### config.mk
export PLATFORM = sky130hd
export DESIGN_NAME = divider_flat
export DESIGN_NICKNAME = d
export VERILOG_FILES = /design/src/rtl/divider_pkg.sv /design/src/rtl/divider_if.sv /design/src/rtl/divider.sv /design/src/flat_wrapper.sv
export SDC_FILE = /design/constraint.sdc
export NUM_CORES = 1
export LEC_CHECK = 0
export BUFFER_PORTS_ARGS = -buffer_cell sky130_fd_sc_hd__buf_2
export CAP_MARGIN = 20
export CORE_ASPECT_RATIO = 0.8
export CORE_MARGIN = 3
export CORE_UTILIZATION = 40
export CTS_CLUSTER_DIAMETER = 50
export CTS_CLUSTER_SIZE = 28
export DETAILED_ROUTE_END_ITERATION = 10
export GPL_TIMING_DRIVEN = 0
export SETUP_SLACK_MARGIN = 0.5
export SLEW_MARGIN = 20
export SYNTH_ARGS = -nofsm -noshare
export SYNTH_HDL_FRONTEND = slang
export SYNTH_SLANG_ARGS = --single-unit
### constraint.sdc
create_clock -name clk -period 12.1 [get_ports clk]
set_input_delay 1.21 -clock clk [delete_from_list [all_inputs] [get_ports clk]]
set_output_delay 1.21 -clock clk [all_outputs]
set_load 0.05 [all_outputs]
### src/rtl/divider_pkg.sv
// -----------------------------------------------------------------------------
// divider_pkg
//   Shared types for the execution unit's divide path.
//   - div_state_e     : states of the multi-cycle restoring divider
//   - alu_operation_e : ALU operation codes; the sequencer maps ALU_OP_DIV and
//                       ALU_OP_DIVU onto the divider's start/signed_op inputs
//   - WORD_BITS/BYTE_BITS : quotient widths for word (32/16) and byte (16/8) divides
// -----------------------------------------------------------------------------
package divider_pkg;

    typedef enum logic [2:0] {
        IDLE,
        PREP,
        ITER,
        FIXUP,
        WAIT,
        DONE
    } div_state_e;

    typedef enum logic [3:0] {
        ALU_OP_ADD,
        ALU_OP_SUB,
        ALU_OP_AND,
        ALU_OP_OR,
        ALU_OP_XOR,
        ALU_OP_MUL,
        ALU_OP_MULU,
        ALU_OP_DIV,
        ALU_OP_DIVU
    } alu_operation_e;

    localparam int unsigned WORD_BITS = 16;
    localparam int unsigned BYTE_BITS = 8;

endpackage

### src/rtl/divider_if.sv
// -----------------------------------------------------------------------------
// divider_if
//   Request/result bundle between the sequencer (master) and the divider (slave).
//   Request : start, signed_op, wide, dividend[31:0], divisor[15:0]
//   Result  : busy, done, div_error, quotient[15:0], remainder[15:0]
// -----------------------------------------------------------------------------
interface divider_if;
    import divider_pkg::*;

    logic        start;
    logic        signed_op;
    logic        wide;
    logic [31:0] dividend;
    logic [15:0] divisor;
    logic        busy;
    logic        done;
    logic        div_error;
    logic [15:0] quotient;
    logic [15:0] remainder;

    modport master (
        output start, signed_op, wide, dividend, divisor,
        input  busy, done, div_error, quotient, remainder
    );

    modport slave (
        input  start, signed_op, wide, dividend, divisor,
        output busy, done, div_error, quotient, remainder
    );

endinterface

### src/rtl/divider.sv
// -----------------------------------------------------------------------------
// divider
//   Multi-cycle restoring divider for V30 DIVU/DIV, byte (16/8) and word (32/16).
//   The divide runs on magnitudes; signs are re-applied in FIXUP. A divide
//   exception (zero divisor or quotient out of range) is reported on div_error
//   together with done, leaving quotient/remainder at their previous values.
//   Ports:
//     clk    : core clock, rising edge
//     reset  : synchronous, active-high
//     bus    : divider_if.slave (start, signed_op, wide, dividend, divisor ->
//              busy, done, div_error, quotient, remainder)
//   Parameter:
//     EXTRA_CYCLES : wait cycles inserted between FIXUP and DONE
// -----------------------------------------------------------------------------
module divider
    import divider_pkg::*;
#(
    parameter int unsigned EXTRA_CYCLES = 0
) (
    input  logic     clk,
    input  logic     reset,
    divider_if.slave bus
);

    localparam int unsigned WAIT_W = (EXTRA_CYCLES > 1) ? $clog2(EXTRA_CYCLES + 1) : 1;

    function automatic logic [7:0] neg8(input logic [7:0] x);
        return ~x + 8'd1;
    endfunction

    function automatic logic [15:0] neg16(input logic [15:0] x);
        return ~x + 16'd1;
    endfunction

    function automatic logic [31:0] neg32(input logic [31:0] x);
        return ~x + 32'd1;
    endfunction

    div_state_e        state_q, state_d;

    // Operands latched on acceptance
    logic [31:0]       dvd_q;
    logic [15:0]       dvs_q;
    logic              signed_q;
    logic              wide_q;

    // Iteration state
    logic [15:0]       r_q;
    logic [15:0]       q_q;
    logic [15:0]       dvs_mag_q;
    logic              quo_neg_q;
    logic              rem_neg_q;
    logic [4:0]        cnt_q;
    logic [WAIT_W-1:0] wait_q;

    // Results held across the optional WAIT padding
    logic [15:0]       pend_quo_q;
    logic [15:0]       pend_rem_q;
    logic              pend_err_q;

    // Visible results
    logic [15:0]       quo_q;
    logic [15:0]       rem_q;
    logic              err_q;

    // PREP: operand magnitudes and the early overflow test
    logic              dvd_neg, dvs_neg;
    logic [31:0]       dvd_mag;
    logic [15:0]       dvs_mag, mag_hi, mag_lo;
    logic              prep_err;

    always_comb begin
        dvd_neg = signed_q & (wide_q ? dvd_q[31] : dvd_q[15]);
        dvs_neg = signed_q & (wide_q ? dvs_q[15] : dvs_q[7]);
        if (wide_q) begin
            dvd_mag = dvd_neg ? neg32(dvd_q) : dvd_q;
            dvs_mag = dvs_neg ? neg16(dvs_q) : dvs_q;
            mag_hi  = dvd_mag[31:16];
            mag_lo  = dvd_mag[15:0];
        end else begin
            dvd_mag = {16'h0, (dvd_neg ? neg16(dvd_q[15:0]) : dvd_q[15:0])};
            dvs_mag = {8'h0, (dvs_neg ? neg8(dvs_q[7:0]) : dvs_q[7:0])};
            mag_hi  = {8'h0, dvd_mag[15:8]};
            mag_lo  = {8'h0, dvd_mag[7:0]};
        end
        // A high half at or above the divisor cannot give an N-bit quotient.
        prep_err = (dvs_mag == 16'h0) || (mag_hi >= dvs_mag);
    end

    // ITER: one restoring step. R stays below the divisor, so the shifted
    // value fits N+1 bits and bit 16 of the difference is the borrow.
    logic [16:0]       r_sh, r_diff;
    logic              r_ge;

    always_comb begin
        r_sh   = {r_q, (wide_q ? q_q[15] : q_q[7])};
        r_diff = r_sh - {1'b0, dvs_mag_q};
        r_ge   = ~r_diff[16];
    end

    // FIXUP: re-apply signs and check the signed quotient range
    logic [15:0]       q_mag, q_half, q_signed, r_signed, quo_res, rem_res;
    logic              fix_err;

    always_comb begin
        q_mag    = wide_q ? q_q : {8'h0, q_q[7:0]};
        q_half   = wide_q ? 16'h8000 : 16'h0080;
        q_signed = quo_neg_q ? neg16(q_mag) : q_mag;
        r_signed = rem_neg_q ? neg16(r_q) : r_q;
        quo_res  = wide_q ? q_signed : {8'h0, q_signed[7:0]};
        rem_res  = wide_q ? r_signed : {8'h0, r_signed[7:0]};
        // Negative results may reach -2^(N-1); positive ones stop at 2^(N-1)-1.
        fix_err  = signed_q && (quo_neg_q ? (q_mag > q_half) : (q_mag >= q_half));
    end

    // State register
    always_ff @(posedge clk) begin
        if (reset) begin
            state_q <= IDLE;
        end else begin
            state_q <= state_d;
        end
    end

    // Next-state logic
    always_comb begin
        state_d = state_q;
        case (state_q)
            IDLE:    if (bus.start) state_d = PREP;
            PREP:    state_d = prep_err ? DONE : ITER;
            ITER:    if (cnt_q == 5'd1) state_d = FIXUP;
            FIXUP:   state_d = (EXTRA_CYCLES > 0) ? WAIT : DONE;
            WAIT:    if (wait_q == WAIT_W'(1)) state_d = DONE;
            DONE:    state_d = IDLE;
            default: state_d = IDLE;
        endcase
    end

    // Outputs
    always_comb begin
        bus.busy      = (state_q != IDLE);
        bus.done      = (state_q == DONE);
        bus.div_error = err_q;
        bus.quotient  = quo_q;
        bus.remainder = rem_q;
    end

    // Datapath registers (no reset: always loaded before use)
    always_ff @(posedge clk) begin
        case (state_q)
            IDLE: begin
                if (bus.start) begin
                    dvd_q    <= bus.dividend;
                    dvs_q    <= bus.divisor;
                    signed_q <= bus.signed_op;
                    wide_q   <= bus.wide;
                end
            end
            PREP: begin
                r_q       <= mag_hi;
                q_q       <= mag_lo;
                dvs_mag_q <= dvs_mag;
                quo_neg_q <= dvd_neg ^ dvs_neg;
                rem_neg_q <= dvd_neg;
                cnt_q     <= 5'(wide_q ? WORD_BITS : BYTE_BITS);
            end
            ITER: begin
                r_q   <= r_ge ? r_diff[15:0] : r_sh[15:0];
                q_q   <= {q_q[14:0], r_ge};
                cnt_q <= cnt_q - 5'd1;
            end
            FIXUP: begin
                pend_quo_q <= quo_res;
                pend_rem_q <= rem_res;
                pend_err_q <= fix_err;
                wait_q     <= WAIT_W'(EXTRA_CYCLES);
            end
            WAIT: begin
                wait_q <= wait_q - WAIT_W'(1);
            end
            default: ;
        endcase
    end

    // Result registers update only on entry to DONE; an error leaves the
    // previous quotient/remainder in place.
    always_ff @(posedge clk) begin
        if (reset) begin
            quo_q <= 16'h0;
            rem_q <= 16'h0;
            err_q <= 1'b0;
        end else if (state_d == DONE) begin
            case (state_q)
                PREP: begin
                    err_q <= 1'b1;
                end
                FIXUP: begin
                    err_q <= fix_err;
                    if (!fix_err) begin
                        quo_q <= quo_res;
                        rem_q <= rem_res;
                    end
                end
                WAIT: begin
                    err_q <= pend_err_q;
                    if (!pend_err_q) begin
                        quo_q <= pend_quo_q;
                        rem_q <= pend_rem_q;
                    end
                end
                default: ;
            endcase
        end
    end

endmodule

### src/flat_wrapper.sv
// flat-port wrapper written by rule: the top's interface ports become plain ports
module divider_flat import divider_pkg::*;
#(
    parameter int unsigned EXTRA_CYCLES = 0
)
  (clk, reset, bus_start, bus_signed_op, bus_wide, bus_dividend, bus_divisor, bus_busy, bus_done, bus_div_error, bus_quotient, bus_remainder);
  divider_if bus_i ();
  input  logic clk;
  input  logic reset;
  input wire logic [$bits(bus_i.start)-1:0] bus_start;
  input wire logic [$bits(bus_i.signed_op)-1:0] bus_signed_op;
  input wire logic [$bits(bus_i.wide)-1:0] bus_wide;
  input wire logic [$bits(bus_i.dividend)-1:0] bus_dividend;
  input wire logic [$bits(bus_i.divisor)-1:0] bus_divisor;
  output wire logic [$bits(bus_i.busy)-1:0] bus_busy;
  output wire logic [$bits(bus_i.done)-1:0] bus_done;
  output wire logic [$bits(bus_i.div_error)-1:0] bus_div_error;
  output wire logic [$bits(bus_i.quotient)-1:0] bus_quotient;
  output wire logic [$bits(bus_i.remainder)-1:0] bus_remainder;
  assign bus_i.start = bus_start;
  assign bus_i.signed_op = bus_signed_op;
  assign bus_i.wide = bus_wide;
  assign bus_i.dividend = bus_dividend;
  assign bus_i.divisor = bus_divisor;
  assign bus_busy = bus_i.busy;
  assign bus_done = bus_i.done;
  assign bus_div_error = bus_i.div_error;
  assign bus_quotient = bus_i.quotient;
  assign bus_remainder = bus_i.remainder;
  divider #(.EXTRA_CYCLES(EXTRA_CYCLES)) u_core (.clk(clk), .reset(reset), .bus(bus_i));
endmodule
==> results of run 1 <==
[state kept, by name, indices dropped and copies added, names as in the netlist, 3 cells and up]
| signal | flops |
|---|---|
| u_core.dvd_q | 32 |
| u_core.bus.quotient | 16 |
| u_core.bus.remainder | 16 |
| u_core.dvs_mag_q | 16 |
| u_core.dvs_q | 16 |
| u_core.pend_quo_q | 16 |
| u_core.pend_rem_q | 16 |
| u_core.q_q | 16 |
| u_core.r_q | 16 |
| u_core.cnt_q | 5 |
| u_core.state_q | 3 |
[layer usage]
layer,vias up,track usage [%]
li1,3788,-
met1,3776,27.9
met2,216,29.7
met3,12,3.59
met4,0,4.26
met5,-,0
[cell families (layout without fill, tap and decap cells)]
family          count (synthesis)  count (layout)  synth area share [%]
compound gates                214             214                  14.3
simple gates                  327             327                  16.2
xor+xnor                       77              77                  6.81
flops                         175             175                  49.4
mux                            41              41                  4.27
buf+inv                        97             219                  3.90
fa+ha+maj                      40              40                  5.13
[path summary, 6_finish.rpt]
path,from,endpoint,slack [ps],depth (start not counted)
worst max-delay path,u_core.dvd_q[7],u_core.bus.remainder[10],6980,16
worst min-delay path,u_core.bus.remainder[4],u_core.bus.remainder[4],450,2
worst max register to register,u_core.dvd_q[7],u_core.bus.remainder[10],6980,16
worst min register to register,u_core.bus.remainder[4],u_core.bus.remainder[4],450,2
[synth_stat cells (4+ instances only)]
cell type | instances | area share (%)
sky130_fd_sc_hd__a211oi_1 | 4 | 0.30
sky130_fd_sc_hd__a21o_1 | 4 | 0.30
sky130_fd_sc_hd__a21oi_1 | 29 | 1.5
sky130_fd_sc_hd__a311oi_1 | 19 | 1.7
sky130_fd_sc_hd__a31oi_1 | 27 | 1.7
sky130_fd_sc_hd__and2_1 | 7 | 0.44
sky130_fd_sc_hd__clkbuf_1 | 36 | 1.4
sky130_fd_sc_hd__dfxtp_1 | 36 | 7.3
sky130_fd_sc_hd__edfxtp_1 | 139 | 42
sky130_fd_sc_hd__ha_1 | 39 | 4.9
sky130_fd_sc_hd__inv_1 | 52 | 2.0
sky130_fd_sc_hd__mux2_2 | 10 | 1.1
sky130_fd_sc_hd__mux2i_1 | 31 | 3.1
sky130_fd_sc_hd__nand2_1 | 105 | 4.0
sky130_fd_sc_hd__nand2b_1 | 13 | 0.82
sky130_fd_sc_hd__nand3_1 | 8 | 0.40
sky130_fd_sc_hd__nand3b_1 | 5 | 0.38
sky130_fd_sc_hd__nand4_1 | 6 | 0.38
sky130_fd_sc_hd__nor2_1 | 95 | 3.6
sky130_fd_sc_hd__nor2b_1 | 7 | 0.44
sky130_fd_sc_hd__nor3_1 | 20 | 1.0
sky130_fd_sc_hd__nor4_1 | 7 | 0.44
sky130_fd_sc_hd__o211ai_1 | 4 | 0.30
sky130_fd_sc_hd__o21a_1 | 6 | 0.45
sky130_fd_sc_hd__o21ai_0 | 61 | 3.1
sky130_fd_sc_hd__o311ai_0 | 5 | 0.44
sky130_fd_sc_hd__o31ai_1 | 15 | 1.1
sky130_fd_sc_hd__o41ai_1 | 16 | 1.4
sky130_fd_sc_hd__or3_1 | 26 | 1.6
sky130_fd_sc_hd__or4_1 | 6 | 0.45
sky130_fd_sc_hd__xnor2_1 | 37 | 3.3
sky130_fd_sc_hd__xor2_1 | 40 | 3.5
[worst max-delay path, stage by stage, from the launching register on]
cell and delay [ps]:
sky130_fd_sc_hd__edfxtp_1 440, sky130_fd_sc_hd__or4_4 550, sky130_fd_sc_hd__or3_4 370, sky130_fd_sc_hd__or4b_4 550, sky130_fd_sc_hd__or2_4 270, sky130_fd_sc_hd__o41ai_1 330
sky130_fd_sc_hd__xor2_1 390, sky130_fd_sc_hd__nor2_1 80, sky130_fd_sc_hd__ha_1 310, sky130_fd_sc_hd__nand4_1 130, sky130_fd_sc_hd__nor3_1 240, sky130_fd_sc_hd__nand2_1 80
sky130_fd_sc_hd__o211a_1 260, sky130_fd_sc_hd__o211a_1 210, sky130_fd_sc_hd__nor3_4 470, sky130_fd_sc_hd__buf_6 210, sky130_fd_sc_hd__a311oi_1 90
[power by group through the flow]
stage	sequential [mW]	clock [mW]	combinational [mW]
global placement	1.17	0	1.71
CTS	1.13	0.579	1.78
finish	1.13	0.568	1.79
detailed placement	1.15	0	1.77
global route	1.16	0.604	1.99
floorplan	1.13	0	1.26
[cells in the final DEF (no fill, tap or decap), types with 4 or more instances in the layout]
master                        n
sky130_fd_sc_hd__xnor2_1     37
sky130_fd_sc_hd__nor2_1      93
sky130_fd_sc_hd__o41ai_1     16
sky130_fd_sc_hd__edfxtp_1   139
sky130_fd_sc_hd__a211oi_1     4
sky130_fd_sc_hd__o21ai_0     60
sky130_fd_sc_hd__nand4_1      6
sky130_fd_sc_hd__nor2b_1      7
sky130_fd_sc_hd__or4_1        6
sky130_fd_sc_hd__clkbuf_1    37
sky130_fd_sc_hd__dfxtp_1     36
sky130_fd_sc_hd__a31oi_1     27
sky130_fd_sc_hd__mux2i_1     31
sky130_fd_sc_hd__clkbuf_16   21
sky130_fd_sc_hd__and2_1       6
sky130_fd_sc_hd__buf_2       89
sky130_fd_sc_hd__a311oi_1    19
sky130_fd_sc_hd__o211ai_1     4
sky130_fd_sc_hd__mux2_2      10
sky130_fd_sc_hd__a21oi_1     29
sky130_fd_sc_hd__ha_1        39
sky130_fd_sc_hd__a21o_1       4
sky130_fd_sc_hd__nor4_1       7
sky130_fd_sc_hd__nand2b_1    13
sky130_fd_sc_hd__inv_1       52
sky130_fd_sc_hd__nand3b_1     5
sky130_fd_sc_hd__o21a_1       6
sky130_fd_sc_hd__nor3_1      20
sky130_fd_sc_hd__o31ai_1     15
sky130_fd_sc_hd__nand2_1    105
sky130_fd_sc_hd__o311ai_0     5
sky130_fd_sc_hd__or3_1       26
sky130_fd_sc_hd__nand3_1      8
sky130_fd_sc_hd__xor2_1      40
[through the flow]
step | power (mW) | setup slack, ps | utilization, % | std cells | instance area (µm²)
CTS | 3.49 | 6990 | 47.9 | 1405 | 11500
floorplan | 2.39 | 7730 | - | 971 | 9910
global route | 3.76 | 6580 | 47.9 | 1405 | 11500
finish | 3.49 | 6980 | 47.9 | 1405 | 11500
detailed placement | 2.91 | 6990 | 45.4 | 1373 | 10800
global placement | 2.88 | 6990 | 44.9 | 1369 | 10700
[cell type report]
| type | count | area (µm²) | share of cell area [%] |
|---|---|---|---|
| flip-flops and latches | 175 | 4890 | 42.7 |
| clock inverters | 8 | 58.8 | 0.513 |
| repair buffers | 90 | 517 | 4.51 |
| plain buffers | 44 | 188 | 1.64 |
| multi-input cells | 699 | 4650 | 40.6 |
| clock buffers | 24 | 557 | 4.86 |
| inverters | 53 | 199 | 1.74 |
| well taps | 312 | 390 | 3.41 |
==> qor.tcl, run 1 <==
set qor(result_of_the_run) {finished, final reports clean}
set qor(synth.ff_latch_count) 175
set qor(end_kind) {flip-flop}
set qor(synth.yosys.seq_area_share_pct) 49.4
set qor(drtPass1Iterations) 5
set qor(detailroute.wirelength.met3_um) 1220
set qor(finalClockSkew_ps) 19.6
set qor(port_buffers) 86
set qor(setup_repair_after_global_routing_missed_its_margin) {no}
set qor(antenna_violations_before_repair) 0
set qor(power_density_nw_per_um2) 305
set qor(hold_worst_slack_ps) 454
set qor(cts.sink_count) 175
set qor(fp.coreArea_um2) 23900
set qor(clkSlewWorstSetupHoldPaths_ps) 70
set qor(critical_path_class) {flip-flop to flip-flop}
set qor(post_route_cells_drive_above_1_share_pct) 14.3
set qor(drcViolationCount) 0
set qor(std_cell_rows) 50
set qor(post_synth_inst_count) 971
set qor(synthFlopType) {sky130_fd_sc_hd__edfxtp_1}
set qor(hold_vio_cnt_final) 0
set qor(detailroute.wirelength.met2_um) 11600
set qor(max_slew.worst_pin.slew_ps) 706
set qor(grt_pass1_vias) 7413
set qor(synth.net_count) 1064
set qor(drtIter0Drc) 677
set qor(timing.hold.worst.class) {flip-flop to flip-flop}
set qor(worst_ep_arrival_time_ps) 5410
set qor(antenna_violating_nets_left) 0
set qor(final_nets) 1173
set qor(dr.max_layer_used) {met4}
set qor(seqPwrFrac_pct) 32.5
set qor(pin_count_of_the_biggest_net_entering_global_routing) 31
set qor(timing.setup.tns_ps) 0
set qor(worst-endpoint-required_ps) 12390
set qor(fp.dieArea_um2) 26700
set qor(io-pin-count) 88
set qor(chipWidth_um) 182
set qor(cts.repair_timing.setup_buffer_count) 0
set qor(ir_drop_v) 0.000124
set qor(ctsLongestPathBuffers) 2
set qor(route.layer.met1.wl_um) 12500
set qor(slew_headroom_pct) 52.9
set qor(gpl.final_weighted_congestion) 0.936
set qor(syn_avg_cell_area_um2) 10.2
set qor(post_cts_resize_count) 0
set qor(initial_utilization_pct) 41.5
set qor(fp.dieH_um) 147
set qor(power.share.clock_pct) 16.3
set qor(comb_power_share_pct) 51.3
set qor(number_of_clock_buffers_inserted_by_tritoncts) 17
set qor(synth_edf_count) 139
set qor(syn_to_final_growth_pct) 15.6
set qor(synthesis.area_um2) 9910
set qor(maxSlewViolCount) 0
set qor(setup_viol_count_final) 0
set qor(grt_pass1_wl_um) 40700
set qor(worstSetupStartpointType) {flip-flop}
set qor(antennaDiodeCount) 0
set qor(fmax_mhz) 195
set qor(ctsRootBufferMaster) {sky130_fd_sc_hd__clkbuf_16}
set qor(htree_depth) 4
set qor(globalRoute.totalOverflow) 0
set qor(place.detailed.hpwl_um) 19400
set qor(track_usage_pct) 19.1
set qor(tritoncts) {built}
set qor(synth.distinct_cells) 67
set qor(ys_async_sr_fraction_pct) 0
set qor(power_switching_mw) 1.55
set qor(route.vias.total) 7792
set qor(routedWlPerCell_um) 18.2
set qor(worstSkewPairLatency_ps) 450
set qor(switching_share_pct) 44.3
set qor(internal_power_of_the_cells_mw) 1.95
set qor(p_leak_nw) 4.40
set qor(ys_warn_count) 0
set qor(layout_filler_cell_count) 2252
set qor(drv_cap) 0
set qor(min_period_over_period_pct) 42.3
set qor(cts.hold.buffers_added) 0
set qor(cp_max_fo) 10
set qor(finalCriticalPeriod_ps) 5120
set qor(vias_per_instance) 5.55
set qor(wl_final_um) 25500
Note: power is estimated with default switching activity, not from simulation.
==> run 2: changes to the inputs <==
--- a/config.mk
+++ b/config.mk
@@ -5,6 +5,7 @@
 export SDC_FILE = /design/constraint.sdc
 export NUM_CORES = 1
 export LEC_CHECK = 0
+export ABC_AREA = 1
 export BUFFER_PORTS_ARGS = -buffer_cell sky130_fd_sc_hd__buf_2
 export CAP_MARGIN = 20
 export CORE_ASPECT_RATIO = 0.8
==> constraint.sdc (replaced) <==
create_clock -name clk -period 4.7 [get_ports clk]
set_input_delay 0.47 -clock clk [delete_from_list [all_inputs] [get_ports clk]]
set_output_delay 0.47 -clock clk [all_outputs]
set_load 0.05 [all_outputs]
==> qor.tcl, run 2 <==
set qor(layout.core_utilization_pct) 48.1 ;# was 47.9%
set qor(registers.top_by_ff_count) {u_core.dvd_q} ;# unchanged
set qor(combinational_family_with_the_most_area_after_synthesis) {simple AND/OR/NAND/NOR gates} ;# unchanged
set qor(grt_pass1_wl_um) 41300 ;# was 40700 µm
set qor(drtIter0Drc) 671 ;# was 677
set qor(ctsLongestPathBuffers) 2 ;# unchanged
set qor(power_switching_mw) 4.23 ;# was 1.55 mW
set qor(drv_cap) 0 ;# unchanged
set qor(ctsRootBufferMaster) {sky130_fd_sc_hd__clkbuf_16} ;# unchanged
set qor(grt_pass1_vias) 7990 ;# was 7413
set qor(switching_share_pct) 46.9 ;# was 44.3%
set qor(cp_max_fo) 10 ;# unchanged
set qor(post_route_cells_drive_above_1_share_pct) 14.1 ;# was 14.3%
set qor(syn_to_final_growth_pct) 15.5 ;# was 15.6%
set qor(htree_depth) 4 ;# unchanged
set qor(clkSlewWorstSetupHoldPaths_ps) 70 ;# about the same
set qor(antenna_violations_before_repair) 0 ;# unchanged
set qor(synth.mux.area_fraction_pct) 2.14 ;# was 4.27%
set qor(timing.hold.worst.class) {input pin to flip-flop} ;# was flip-flop to flip-flop
set qor(result_of_the_run) {finished, final reports clean} ;# unchanged
set qor(fmax_mhz) 255 ;# was 195 MHz
set qor(tritoncts) {built} ;# unchanged
set qor(post_synth_simple_gate_area_pct) 21.1 ;# was 16.2%
set qor(syn_avg_cell_area_um2) 8.48 ;# was 10.2 µm²
set qor(drtPass1Iterations) 6 ;# was 5
set qor(synth.distinct_cells) 43 ;# was 67
set qor(worst_ep_arrival_time_ps) 4100 ;# was 5410 ps
set qor(yosysMostFrequentCell) {sky130_fd_sc_hd__nand2_1} ;# was sky130_fd_sc_hd__edfxtp_1
set qor(fp.coreArea_um2) 23900 ;# unchanged
set qor(ys_top_cells_by_count) {245 x sky130_fd_sc_hd__nand2_1, 153 x sky130_fd_sc_hd__nor2_1, 139 x sky130_fd_sc_hd__edfxtp_1} ;# was 139 x sky130_fd_sc_hd__edfxtp_1, 105 x sky130_fd_sc_hd__nand2_1, 95 x sky130_fd_sc_hd__nor2_1
set qor(seqPwrFrac_pct) 31.6 ;# was 32.5%
set qor(routedWlPerCell_um) 15.9 ;# was 18.2 µm
set qor(synth.yosys.seq_area_share_pct) 49.2 ;# was 49.4%
set qor(fp.dieH_um) 147 ;# about the same
set qor(largest_register_ff_count) 32 ;# unchanged
set qor(post_synth_inst_count) 1174 ;# was 971
set qor(p_leak_nw) 5.15 ;# was 4.40 nW
set qor(power_density_nw_per_um2) 785 ;# was 305 nW/µm²
set qor(hold_depth) 1 ;# was 2
set qor(ir_drop_v) 0.000345 ;# was 0.000124 V
set qor(finalClockSkew_ps) 12.9 ;# was 19.6 ps
set qor(worst_r2r_endpoint) {u_core.r_q[12]} ;# was u_core.bus.remainder[10]
set qor(power_mw) 9.02 ;# was 3.49 mW
set qor(r2r_setup_slack_ps) 780 ;# was 6980 ps
set qor(pin_count_of_the_biggest_net_entering_global_routing) 39 ;# was 31
set qor(antennaDiodeCount) 0 ;# unchanged
set qor(initial_utilization_pct) 41.7 ;# was 41.5%
set qor(internal_power_of_the_cells_mw) 4.79 ;# was 1.95 mW
set qor(final_nets) 1382 ;# was 1173
set qor(wl_final_um) 25600 ;# was 25500 µm
set qor(synth_edf_count) 139 ;# unchanged
set qor(layout_filler_cell_count) 2351 ;# was 2252
set qor(max_slew.worst_pin.slew_ps) 1010 ;# was 706 ps
set qor(drcViolationCount) 0 ;# unchanged
set qor(slew_headroom_pct) 32.7 ;# was 52.9%
set qor(critical_path.reg2reg.startpoint) {u_core.wide_q} ;# was u_core.dvd_q[7]
set qor(end_kind) {flip-flop} ;# unchanged
set qor(ys_warn_count) 0 ;# unchanged
set qor(track_usage_pct) 19.3 ;# was 19.1%
set qor(finalCriticalPeriod_ps) 3920 ;# was 5120 ps
set qor(power.share.clock_pct) 15.9 ;# was 16.3%
set qor(number_of_clock_buffers_inserted_by_tritoncts) 17 ;# unchanged
set qor(worst-endpoint-required_ps) 4870 ;# was 12390 ps
set qor(worstSkewPairLatency_ps) 430 ;# was 450 ps
set qor(synth.top_cell.area_share_pct) 41.9 ;# was 42.1%
set qor(setup_repair_after_global_routing_missed_its_margin) {no} ;# unchanged
set qor(min_period_over_period_pct) 83.5 ;# was 42.3%
set qor(share_of_the_synthesized_area_in_compound_gates_ao_oa_aoi_oai_pct) 11.0 ;# was 14.3%
set qor(gpl.final_weighted_congestion) 0.935 ;# was 0.936
set qor(worstHoldStart) {bus_dividend[22]} ;# was u_core.bus.remainder[4]
set qor(synth.net_count) 1267 ;# was 1064
set qor(hold_vio_cnt_final) 0 ;# unchanged
set qor(yosys.area_share.adder_pct) 5.10 ;# was 5.13%
set qor(timing.setup.tns_ps) 0 ;# unchanged
set qor(setup_viol_count_final) 0 ;# unchanged
set qor(std_cell_rows) 50 ;# unchanged
set qor(port_buffers) 87 ;# was 86
set qor(ff2ff_path_depth) 17 ;# was 16
set qor(synthesis.area_um2) 9960 ;# was 9910 µm²
set qor(io-pin-count) 88 ;# unchanged
set qor(route.vias.total) 8300 ;# was 7792
set qor(antenna_violating_nets_left) 0 ;# unchanged
set qor(post_synth_xor_xnor_area_pct) 4.40 ;# was 6.81%
set qor(globalRoute.totalOverflow) 0 ;# unchanged
set qor(place.detailed.hpwl_um) 19700 ;# was 19400 µm
set qor(chipWidth_um) 182 ;# about the same
set qor(critical_path_class) {flip-flop to flip-flop} ;# unchanged
set qor(worst_hold_path_ep) {u_core.dvd_q[22]} ;# was u_core.bus.remainder[4]
set qor(ys_async_sr_fraction_pct) 0 ;# unchanged
set qor(yosys.area.top_type) {sky130_fd_sc_hd__edfxtp_1} ;# unchanged
set qor(layout.cells.most_common) {sky130_fd_sc_hd__nand2_1} ;# was sky130_fd_sc_hd__edfxtp_1
set qor(synth.ff_latch_count) 175 ;# unchanged
set qor(maxSlewViolCount) 0 ;# unchanged
set qor(vias_per_instance) 5.14 ;# was 5.55
set qor(cts.sink_count) 175 ;# unchanged
set qor(synthFlopType) {sky130_fd_sc_hd__edfxtp_1} ;# unchanged
set qor(comb_power_share_pct) 52.5 ;# was 51.3%
set qor(synthTopCellsByArea) {sky130_fd_sc_hd__edfxtp_1 42%, sky130_fd_sc_hd__nand2_1 9.2%, sky130_fd_sc_hd__dfxtp_1 7.2%, sky130_fd_sc_hd__nor2_1 5.8%, sky130_fd_sc_hd__inv_1 5.1%} ;# was sky130_fd_sc_hd__edfxtp_1 42%, sky130_fd_sc_hd__dfxtp_1 7.3%, sky130_fd_sc_hd__ha_1 4.9%, sky130_fd_sc_hd__nand2_1 4.0%, sky130_fd_sc_hd__nor2_1 3.6%
set qor(worstSetupStartpointType) {flip-flop} ;# unchanged
set qor(fp.dieArea_um2) 26800 ;# was 26700 µm²
set qor(commonest_non_fill_non_tap_cells_in_the_layout) {245 x sky130_fd_sc_hd__nand2_1, 152 x sky130_fd_sc_hd__nor2_1, 139 x sky130_fd_sc_hd__edfxtp_1} ;# was 139 x sky130_fd_sc_hd__edfxtp_1, 105 x sky130_fd_sc_hd__nand2_1, 93 x sky130_fd_sc_hd__nor2_1
==> run 2: changes by cell type after synthesis, sizes merged, moves of 23 or more <==
cell	delta
nand2	+143
mux2i	-30
xnor2	-26
or3	-27
nand3	+55
a31oi	-24
nor2	+61
a21oi	+23
inv	+90
o21ai	+47
==> run 2: power by group through the flow <==
stage	Combinational [mW]	Clock, mW	Sequential [mW]
after floorplan	3.10	0	3.08
after global routing	5.33	1.52	2.91
after global placement	4.56	0	2.91
after CTS	4.70	1.45	2.85
final	4.73	1.43	2.85
after detailed placement	4.66	0	2.89
==> run 2: how the worst max path moves through the flow <==
stage / startpoint / end / slack [ps]
final: u_core.wide_q / u_core.r_q[12] / 780
after global placement: u_core.state_q[2] / u_core.bus.quotient[15] / -840
after global routing: u_core.wide_q / u_core.r_q[0] / 520
after CTS: u_core.wide_q / u_core.r_q[0] / 590
after floorplan: u_core.state_q[2] / u_core.bus.quotient[15] / 680
after detailed placement: u_core.wide_q / u_core.r_q[0] / 150
==> run 2: layout make-up <==
| class | instances | area (µm²) | share of cell area, % |
|---|---|---|---|
| flip-flops and latches | 175 | 4890 | 42.6 |
| clock buffers | 24 | 529 | 4.60 |
| repair buffers | 96 | 532 | 4.63 |
| well taps | 312 | 390 | 3.40 |
| inverters | 143 | 537 | 4.67 |
| multi-input cells | 818 | 4380 | 38.1 |
| plain buffers | 38 | 171 | 1.49 |
| clock inverters | 8 | 60.1 | 0.522 |
==> run 2: layer usage <==
layer	share of wire [%]	GRT usage, %	routed length (µm)
met1	49	27.6	12500
met2	43	29.8	11100
met3	6.1	4.58	1560
met4	1.6	4.76	410
met5	0	0	0
==> run 2: cells by family (layout without fill, tap and decap cells) <==
kind of cell | Yosys count | in the layout
compound gates | 199 | 199
xor+xnor | 50 | 50
fa+ha+maj | 40 | 40
buf+inv | 181 | 309
flops | 175 | 175
mux | 19 | 19
simple gates | 510 | 510
==> run 2: metrics by stage <==
stage          setup slack (ps)  area, µm²  cells  hold WS (ps)
6_report                    777      11500   1614           205
3_3_place_gp               -841      10800   1573           434
4_1_cts                     591      11500   1614           192
2_1_floorplan               679       9960   1174           426
5_1_grt                     517      11500   1614           193
3_5_place_dp                148      10900   1581           435
==> run 2: what timing repair did <==
item,in CTS,in global routing
resized for setup,1,6
buffers inserted,1,0
hold buffers,0,0
setup endpoints to repair,18,18
==> run 2: critical path, stage by stage, from the launching register on <==
cell and delay, ps:
sky130_fd_sc_hd__edfxtp_1 420, sky130_fd_sc_hd__buf_2 290, sky130_fd_sc_hd__clkbuf_4 280, sky130_fd_sc_hd__clkbuf_4 270
sky130_fd_sc_hd__o21ai_0 170, sky130_fd_sc_hd__ha_1 260, sky130_fd_sc_hd__fa_1 410, sky130_fd_sc_hd__o21ai_1 250
sky130_fd_sc_hd__a21oi_1 170, sky130_fd_sc_hd__o21ai_2 230, sky130_fd_sc_hd__nand3_1 130, sky130_fd_sc_hd__nand2_1 90
sky130_fd_sc_hd__nand2_1 50, sky130_fd_sc_hd__nand2_1 70, sky130_fd_sc_hd__buf_2 240, sky130_fd_sc_hd__inv_1 150
sky130_fd_sc_hd__nor2_1 120, sky130_fd_sc_hd__o21ai_0 70
